[src/rtl/csa_pkg.sv]
// Shared constants, FSM state type and sizing helper for the CSA operand loader.
// Optional build macro CSA_LOADER_CHKSUM_EN is consumed by csa_operand_loader.
package csa_pkg;

  localparam int CSA_W        = 26;
  localparam int CSA_N        = 29;
  localparam int CSA_TREE_LAT = 2;

  typedef enum logic [1:0] {
    FILL = 2'd0,
    WAIT = 2'd1,
    OUT  = 2'd2
  } csa_state_e;

  // Width needed to index n items; never returns less than 1.
  function automatic int csa_idx_w(input int n);
    return (n <= 2) ? 1 : $clog2(n);
  endfunction

endpackage

[src/rtl/csa_slot_bank.sv]
// N x W operand register file: one indexed write port, bulk clear, and
// a clear of every slot above the write index (used when a short frame closes).
module csa_slot_bank
  import csa_pkg::*;
#(
  parameter int W  = CSA_W,
  parameter int N  = CSA_N,
  parameter int IW = csa_idx_w(CSA_N)
) (
  input  logic           clk,
  input  logic           rst,
  input  logic           wr_en,
  input  logic [IW-1:0]  wr_idx,
  input  logic [W-1:0]   wr_data,
  input  logic           clr_all,
  input  logic           clr_above,
  output logic [N*W-1:0] nums_o
);

  generate
    for (genvar gi = 0; gi < N; gi++) begin : g_slot
      logic [W-1:0] slot_reg;

      // Bulk clear wins over a write; the write wins over the above-index clear.
      always_ff @(posedge clk or posedge rst) begin
        if (rst) begin
          slot_reg <= '0;
        end else if (clr_all) begin
          slot_reg <= '0;
        end else if (wr_en && (wr_idx == IW'(gi))) begin
          slot_reg <= wr_data;
        end else if (clr_above && (IW'(gi) > wr_idx)) begin
          slot_reg <= '0;
        end
      end

      assign nums_o[gi*W +: W] = slot_reg;
    end
  endgenerate

endmodule

[src/rtl/csa_operand_loader.sv]
// Serial-to-parallel feeder and result collector for the 29-operand CSA tree.
// Define CSA_LOADER_CHKSUM_EN to add a running-sum cross-check and the chk_err output.
module csa_operand_loader
  import csa_pkg::*;
#(
  parameter int W        = CSA_W,
  parameter int N        = CSA_N,
  parameter int TREE_LAT = CSA_TREE_LAT
) (
  input  logic                          clk,
  input  logic                          rst,
  input  logic                          in_valid,
  output logic                          in_ready,
  input  logic [W-1:0]                  in_data,
  input  logic                          in_last,
  output logic [N*W-1:0]                nums_o,
  input  logic [W-1:0]                  tree_result,
  output logic                          res_valid,
  input  logic                          res_ready,
  output logic [W-1:0]                  res_data,
  output logic [csa_idx_w(N+1)-1:0]     res_cnt
`ifdef CSA_LOADER_CHKSUM_EN
  ,
  output logic                          chk_err
`endif
);

  localparam int IW = csa_idx_w(N);
  localparam int CW = csa_idx_w(N + 1);
  localparam int LW = csa_idx_w(TREE_LAT + 1);

  csa_state_e     state_reg;
  csa_state_e     state_next;
  logic [CW-1:0]  cnt_reg;
  logic [LW-1:0]  wait_reg;
  logic [W-1:0]   res_data_reg;
  logic [CW-1:0]  res_cnt_reg;

  logic accept;
  logic close_frame;
  logic capture;
  logic res_fire;
  logic wr_en;
  logic clr_all;
  logic clr_above;

  assign accept      = in_valid && in_ready;
  // The transfer into the last slot closes the frame regardless of in_last.
  assign close_frame = accept && (in_last || (cnt_reg == CW'(N - 1)));
  assign capture     = (state_reg == WAIT) && (wait_reg == LW'(1));
  assign res_fire    = res_valid && res_ready;

  always_ff @(posedge clk or posedge rst) begin
    if (rst) begin
      state_reg <= FILL;
    end else begin
      state_reg <= state_next;
    end
  end

  always_comb begin
    state_next = state_reg;
    case (state_reg)
      FILL:    if (close_frame) state_next = WAIT;
      WAIT:    if (capture)     state_next = OUT;
      OUT:     if (res_fire)    state_next = FILL;
      default:                  state_next = FILL;
    endcase
  end

  always_comb begin
    in_ready  = 1'b0;
    res_valid = 1'b0;
    wr_en     = 1'b0;
    clr_all   = 1'b0;
    clr_above = 1'b0;
    case (state_reg)
      FILL: begin
        in_ready  = 1'b1;
        wr_en     = accept;
        clr_above = close_frame;
      end
      OUT: begin
        res_valid = 1'b1;
        clr_all   = res_ready;
      end
      default: ;
    endcase
  end

  // Counters and the captured result.
  always_ff @(posedge clk or posedge rst) begin
    if (rst) begin
      cnt_reg      <= '0;
      wait_reg     <= '0;
      res_data_reg <= '0;
      res_cnt_reg  <= '0;
    end else begin
      if (res_fire) begin
        cnt_reg <= '0;
      end else if (accept) begin
        cnt_reg <= cnt_reg + CW'(1);
      end

      if (close_frame) begin
        wait_reg <= LW'(TREE_LAT);
      end else if (state_reg == WAIT) begin
        wait_reg <= wait_reg - LW'(1);
      end

      if (capture) begin
        res_data_reg <= tree_result;
        res_cnt_reg  <= cnt_reg;
      end
    end
  end

  assign res_data = res_data_reg;
  assign res_cnt  = res_cnt_reg;

`ifdef CSA_LOADER_CHKSUM_EN
  logic [W-1:0] sum_reg;
  logic         chk_err_reg;

  // Independent running sum, compared against the tree at capture time.
  always_ff @(posedge clk or posedge rst) begin
    if (rst) begin
      sum_reg     <= '0;
      chk_err_reg <= 1'b0;
    end else begin
      if (res_fire) begin
        sum_reg <= '0;
      end else if (accept) begin
        sum_reg <= sum_reg + in_data;
      end

      if (capture) begin
        chk_err_reg <= (sum_reg != tree_result);
      end else if (res_fire) begin
        chk_err_reg <= 1'b0;
      end
    end
  end

  assign chk_err = chk_err_reg;
`endif

  csa_slot_bank #(
    .W  (W),
    .N  (N),
    .IW (IW)
  ) u_slot_bank (
    .clk       (clk),
    .rst       (rst),
    .wr_en     (wr_en),
    .wr_idx    (cnt_reg[IW-1:0]),
    .wr_data   (in_data),
    .clr_all   (clr_all),
    .clr_above (clr_above),
    .nums_o    (nums_o)
  );

endmodule

[config.mk]
export PLATFORM = sky130hd
export DESIGN_NAME = csa_operand_loader
export DESIGN_NICKNAME = d
export VERILOG_FILES = /design/src/rtl/csa_pkg.sv /design/src/rtl/csa_slot_bank.sv /design/src/rtl/csa_operand_loader.sv
export SDC_FILE = /design/constraint.sdc
export NUM_CORES = 1
export LEC_CHECK = 0
export BUFFER_PORTS_ARGS = -buffer_cell sky130_fd_sc_hd__buf_4
export CAP_MARGIN = 20
export CORE_AREA = 5 5 322 324
export CTS_CLUSTER_DIAMETER = 30
export DETAILED_ROUTE_END_ITERATION = 10
export DIE_AREA = 0 0 327 329
export PLACE_DENSITY = 0.57
export SLEW_MARGIN = 0
export SYNTH_ARGS = -nofsm -noshare
export SYNTH_HDL_FRONTEND = slang
export SYNTH_SLANG_ARGS = --single-unit
[constraint.sdc]
create_clock -name clk -period 38 [get_ports clk]
set_input_delay 3.8 -clock clk [delete_from_list [all_inputs] [get_ports clk]]
set_output_delay 3.8 -clock clk [all_outputs]
set_load 0.02 [all_outputs]
==> Word-level counts from Yosys, hierarchy flattened <==
Index checks and enable logic that the tools add are counted.
{ "word_totals": {"register_bits": 794, "latch_bits": 0, "mem_bits_rw": 0, "mem_bits_ro": 0, "input_bits": 57, "memories": 0} }
{ "op_classes": {"n_addsub": 2, "multipliers": 0, "div_mod_pow": 0, "magnitude_cmp": 29, "eq_ne": 34, "n_shift": 0, "n_mux": 100, "bitwise": 0, "n_reduce_logical": 97} }
{ "op_table": {"columns": ["op", "count"], "rows": [
  ["$mux W26", 87],
  ["$reduce_bool A3 Y1", 29],
  ["$eq A5 B5 Y1 const B", 13],
  ["$gt A5 B5 Y1 const A", 13],
  ["$logic_and A1 B1 Y1", 62],
  ["$eq A5 B4 Y1 const B", 8],
  ["$gt A4 B5 Y1 const A", 8],
  ["$eq A5 B3 Y1 const B", 4],
  ["$gt A3 B5 Y1 const A", 4],
  ["$eq A5 B2 Y1 const B", 2],
  ["$gt A1 B5 Y1 const A", 2],
  ["$gt A2 B5 Y1 const A", 2],
  ["$mux W2", 5],
  ["$mux W5", 2],
  ["$ne A2 B2 Y1 const B", 3],
  ["$pmux W2 S3", 1],
  ["$add A5 B1 Y5 const B", 1],
  ["$eq A5 B1 Y1 const B", 1],
  ["$logic_not A5 Y1", 1],
  ["$mux W1", 5],
  ["$eq A2 B1 Y1 const B", 2],
  ["$reduce_bool A2 Y1", 2],
  ["$reduce_and A3 Y1", 1],
  ["$eq A2 B2 Y1 const B", 1],
  ["other kinds (3)", 3]
]} }

==> Logic depth before layout (Yosys ltp) <==
{ "logic_depth": {"word_depth": 9, "ltp_mapped": 10, "depth_no_buf": 6} }

==> Hierarchy <==
From an unflattened synthesis, not the netlist that was laid out.
{ "hier_totals": {"hier_cells": 3024, "area_unflattened_um2": 32249.7} }
{ "modules_own_cells": {"columns": ["module", "instances", "cells_each", "area_per_inst_um2", "seq_area_each_um2"], "rows": [
  ["csa_slot_bank", 1, 2912, 30489.2, 18868.1],
  ["csa_operand_loader", 1, 112, 1760.4, 1001.0]
]} }

==> Worst setup path before layout <==
OpenSTA, ideal clock, no wires.
{ "synth_timing": {"path_type": "input to register", "start": "input in_last", "end": "register u_slot_bank.g_slot[27].slot_reg[0]", "t_arrival_ns": 5.272, "required_time_ns": 37.921, "setup_slack_ns": 32.649, "stages": 6, "cell_sequence": "clkbuf_1 a41oi_1 o21ai_0 a21oi_1 buf_2 o2bb2ai_1"} }
{ "synth_between": {"elab_chain_len": 5} }
{ "synth_rtl": {"columns": ["item", "line_no", "rtl"], "rows": [
  ["from (decl)", "csa_operand_loader.sv:15", "input logic in_last,"],
  ["$logic_or A1 B1 Y1", "csa_operand_loader.sv:49", "assign close_frame = accept && (in_last || (cnt_reg == CW'(N - 1)));"],
  ["$logic_and A1 B1 Y1", "csa_operand_loader.sv:49", null],
  ["$mux W1", "csa_operand_loader.sv:77", "case (state_reg)"],
  ["$logic_and A1 B1 Y1", "csa_slot_bank.sv:32", "end else if (clr_above && (IW'(gi) > wr_idx)) begin"],
  ["$reduce_bool A3 Y1 (no line)", null, null],
  ["to (signal assigned)", "csa_slot_bank.sv:31", "slot_reg <= wr_data;"],
  ["to (decl)", "csa_slot_bank.sv:22", "logic [W-1:0] slot_reg;"]
]} }
Every way passes these cells.
A chain may end at the register's enable or synchronous reset.

==> metrics.txt <==
worst hold path class reg2reg; via-per-instance ratio 5.35; Largest register FFs 754; Worst Clk Skew 20.7 ps; post-cts resize count 0; ranking of synthesized cells by area dfrtp_1, a22o_1, o2bb2ai_1, buf_2, clkbuf_1; GR peak layer met2; largest net degree at the start of global routing 146; Starting DRT DRC Count 2043; Cells after Synth 2138; via count of the first global-routing pass 24.1k; mapped cell area 29500 um^2; clk_lat worst skew 730 ps; via count 23.6k; met3 Use GR 7.84%; max_slew headroom 20.7%; Reg2Reg Depth 7; Fin. Hold Viols 0; Worst R2R Setup Slack 33990 ps; Final Wtd Congestion 0.794; Routed WL 128000 um; hold buffers post-CTS 0; outcome completed; FF+latch count, synth 794; FF-to-FF Start cnt_reg[1]$_DFFE_PP0P_; Max Cap Viol 0; CP Launch Type input port; hold depth 1; share of layout cells above drive strength 1 41.3%; post-synth top area share 67.3%; Mapped Nets 2199; Crit Reg-Reg Endpoint u_slot_bank.g_slot[24].slot_reg[25]$_DFFE_PP0P_; EDFF count, synth 0; Lkg Pwr 21.6 nW; worst-margin pin slew 1190 ps; hpwl dp 86200 um; GR met1 Demand/Resource 29.3%; Avg Cell Area, Syn 13.8 um^2; Longest Clk Path Bufs 3; cts bufs inserted 160; Critical Path RT 38720 ps; PortBufs 843; number of synthesis warnings 0; area leader, netlist dfrtp_1; CTS Root Cell clkbuf_16; PwrDens 80.5 nW/um^2; Max rail drop VDD 0.0000390 V; Routed WL per cell 29.0 um; Top Ports 844; met2 usage 36.6%; DIE AREA 108000 um^2; fin util 42.7%; die extent in x 327 um; Slew Limit Fails 0; Main synth FF type dfrtp_1; CTS tree done; CP arrival 6980 ps; min cycle time layout 6260 ps; # DRC 0; CP endpoint kind asynchronous set/reset pin; critical setup path kind in2async; initial antenna violation count 0; Crit path top cell by count buf_4; Critical Path Slowest Stage Cell buf_4; worst-path fanout max 145; final setup fails 0; worst hold path endpoint wait_reg[0]$_DFFE_PP0P_; H-tree Lvls 4; first-pass GRT wire length 181000 um; Reg clk slew, reported paths 50 ps; unrepaired setup endpoints after global routing false; hold wc startpoint wait_reg[0]$_DFFE_PP0P_; CP cell instances buf_4 > inv_8 > buf_12 > buf_4 > buf_4; share of flip-flops with an asynchronous set or reset 100%; initial core utilization 29.3%; CP peak stage delay 880 ps; nets@finish 3034; overall routing resource usage 22.9%; FP Rows 117; Die Ht 329 um; antenna viol nets, final 0; area of the core 101000 um^2; Seq/Total Area, Yosys 67.3%; crit share post-route 16.5%; clock sinks 794; Layout area overhead 46.0%; DRT Pass-1 Iters 5; post-synth cell types 63; post-CTS setup buffers 0; Max Clk Rate 0.160 GHz; Setup Total Neg Slack 0 ps; GRT Residual Overflow 0
## cells in the final DEF (no fill, tap or decap), drive strengths merged, types with 27 or more instances in the layout
| cell type | count |
|---|---|
| a21oi | 48 |
| a22o | 520 |
| and2 | 29 |
| buf | 912 |
| clkbuf | 188 |
| clkinv | 48 |
| dfrtp | 794 |
| inv | 27 |
| mux2 | 29 |
| nand2 | 107 |
| o21ai | 43 |
| o22ai | 27 |
| o2bb2ai | 183 |
## final cells by class
type	instances	area, um^2
multi-input cells	1097	8890
repair buffers	912	6930
clock buffers	188	4250
inverters	8	37.5
diodes	1	2.50
fillers	9296	57700
clock inverters	110	1500
flip-flops and latches	794	19900
well taps	1309	1640
## synth_stat cells (7+ instances only)
cell       count
nand2b_1       7
o22ai_1       27
a22o_1       520
a21oi_1       45
nor3_2        12
nor2_1        18
o21ai_0       37
dfrtp_1      794
nand2_1      107
clkbuf_1     128
mux2_2        29
and2_1        28
nand3_1        8
buf_1          7
o2bb2ai_1    183
buf_2         98
## kinds of logic (layout without fill, tap and decap cells)
kind of cell | count (synthesis) | after routing | synth area share [%]
buf+inv | 247 | 1218 | 3.67
mux | 29 | 29 | 1.11
other cells | 0 | 1 | 0
simple gates | 214 | 214 | 3.93
flops | 794 | 794 | 67.3
fa+ha+maj | 4 | 4 | 0.169
xor+xnor | 3 | 3 | 0.0890
compound gates | 847 | 847 | 23.8
## worst max-delay path: cells and delay by family
family / cells / cell delay [ps]
buf+inv: 5 / 2830
## worst max path at each step
stage                     cells after the start  start                                              end  slack (ps)
after floorplan                               1    rst                           cnt_reg[0]$_DFFE_PP0P_       11900
after global placement                        5    rst  u_slot_bank.g_slot[24].slot_reg[23]$_DFFE_PP0P_       30840
after detailed placement                      5    rst    u_slot_bank.g_slot[0].slot_reg[7]$_DFFE_PP0P_       30870
after CTS                                     5    rst    u_slot_bank.g_slot[2].slot_reg[6]$_DFFE_PP0P_       31700
after global routing                          5    rst    u_slot_bank.g_slot[2].slot_reg[5]$_DFFE_PP0P_       31160
final                                         5    rst    u_slot_bank.g_slot[0].slot_reg[7]$_DFFE_PP0P_       31740
## power breakdown
part	internal (mW)	switching [mW]	total [mW]
combinational	0.315	0.604	0.919
sequential	0.981	0.0915	1.07
clock	0.980	0.498	1.48
## metrics by stage
| stage | std cells | hold WS (ps) | area, um^2 | setup slack [ps] | power [mW] |
|---|---|---|---|---|---|
| floorplan | 2138 | 446 | 29500 | 11900 | 1.55 |
| global placement | 4116 | 468 | 37300 | 30840 | 1.99 |
| detailed placement | 4119 | 470 | 37300 | 30870 | 2.00 |
| CTS | 4417 | 476 | 43100 | 31700 | 3.49 |
| global route | 4418 | 498 | 43100 | 31160 | 3.59 |
| finish | 4419 | 471 | 43100 | 31740 | 3.47 |
## per-layer routing
metal,vias up,part of all wire (%)
met3,193,10
met5,-,0
li1,9818,-
met4,0,3.2
met1,12371,40
met2,1258,47
Power figures use the tool's default switching activity.
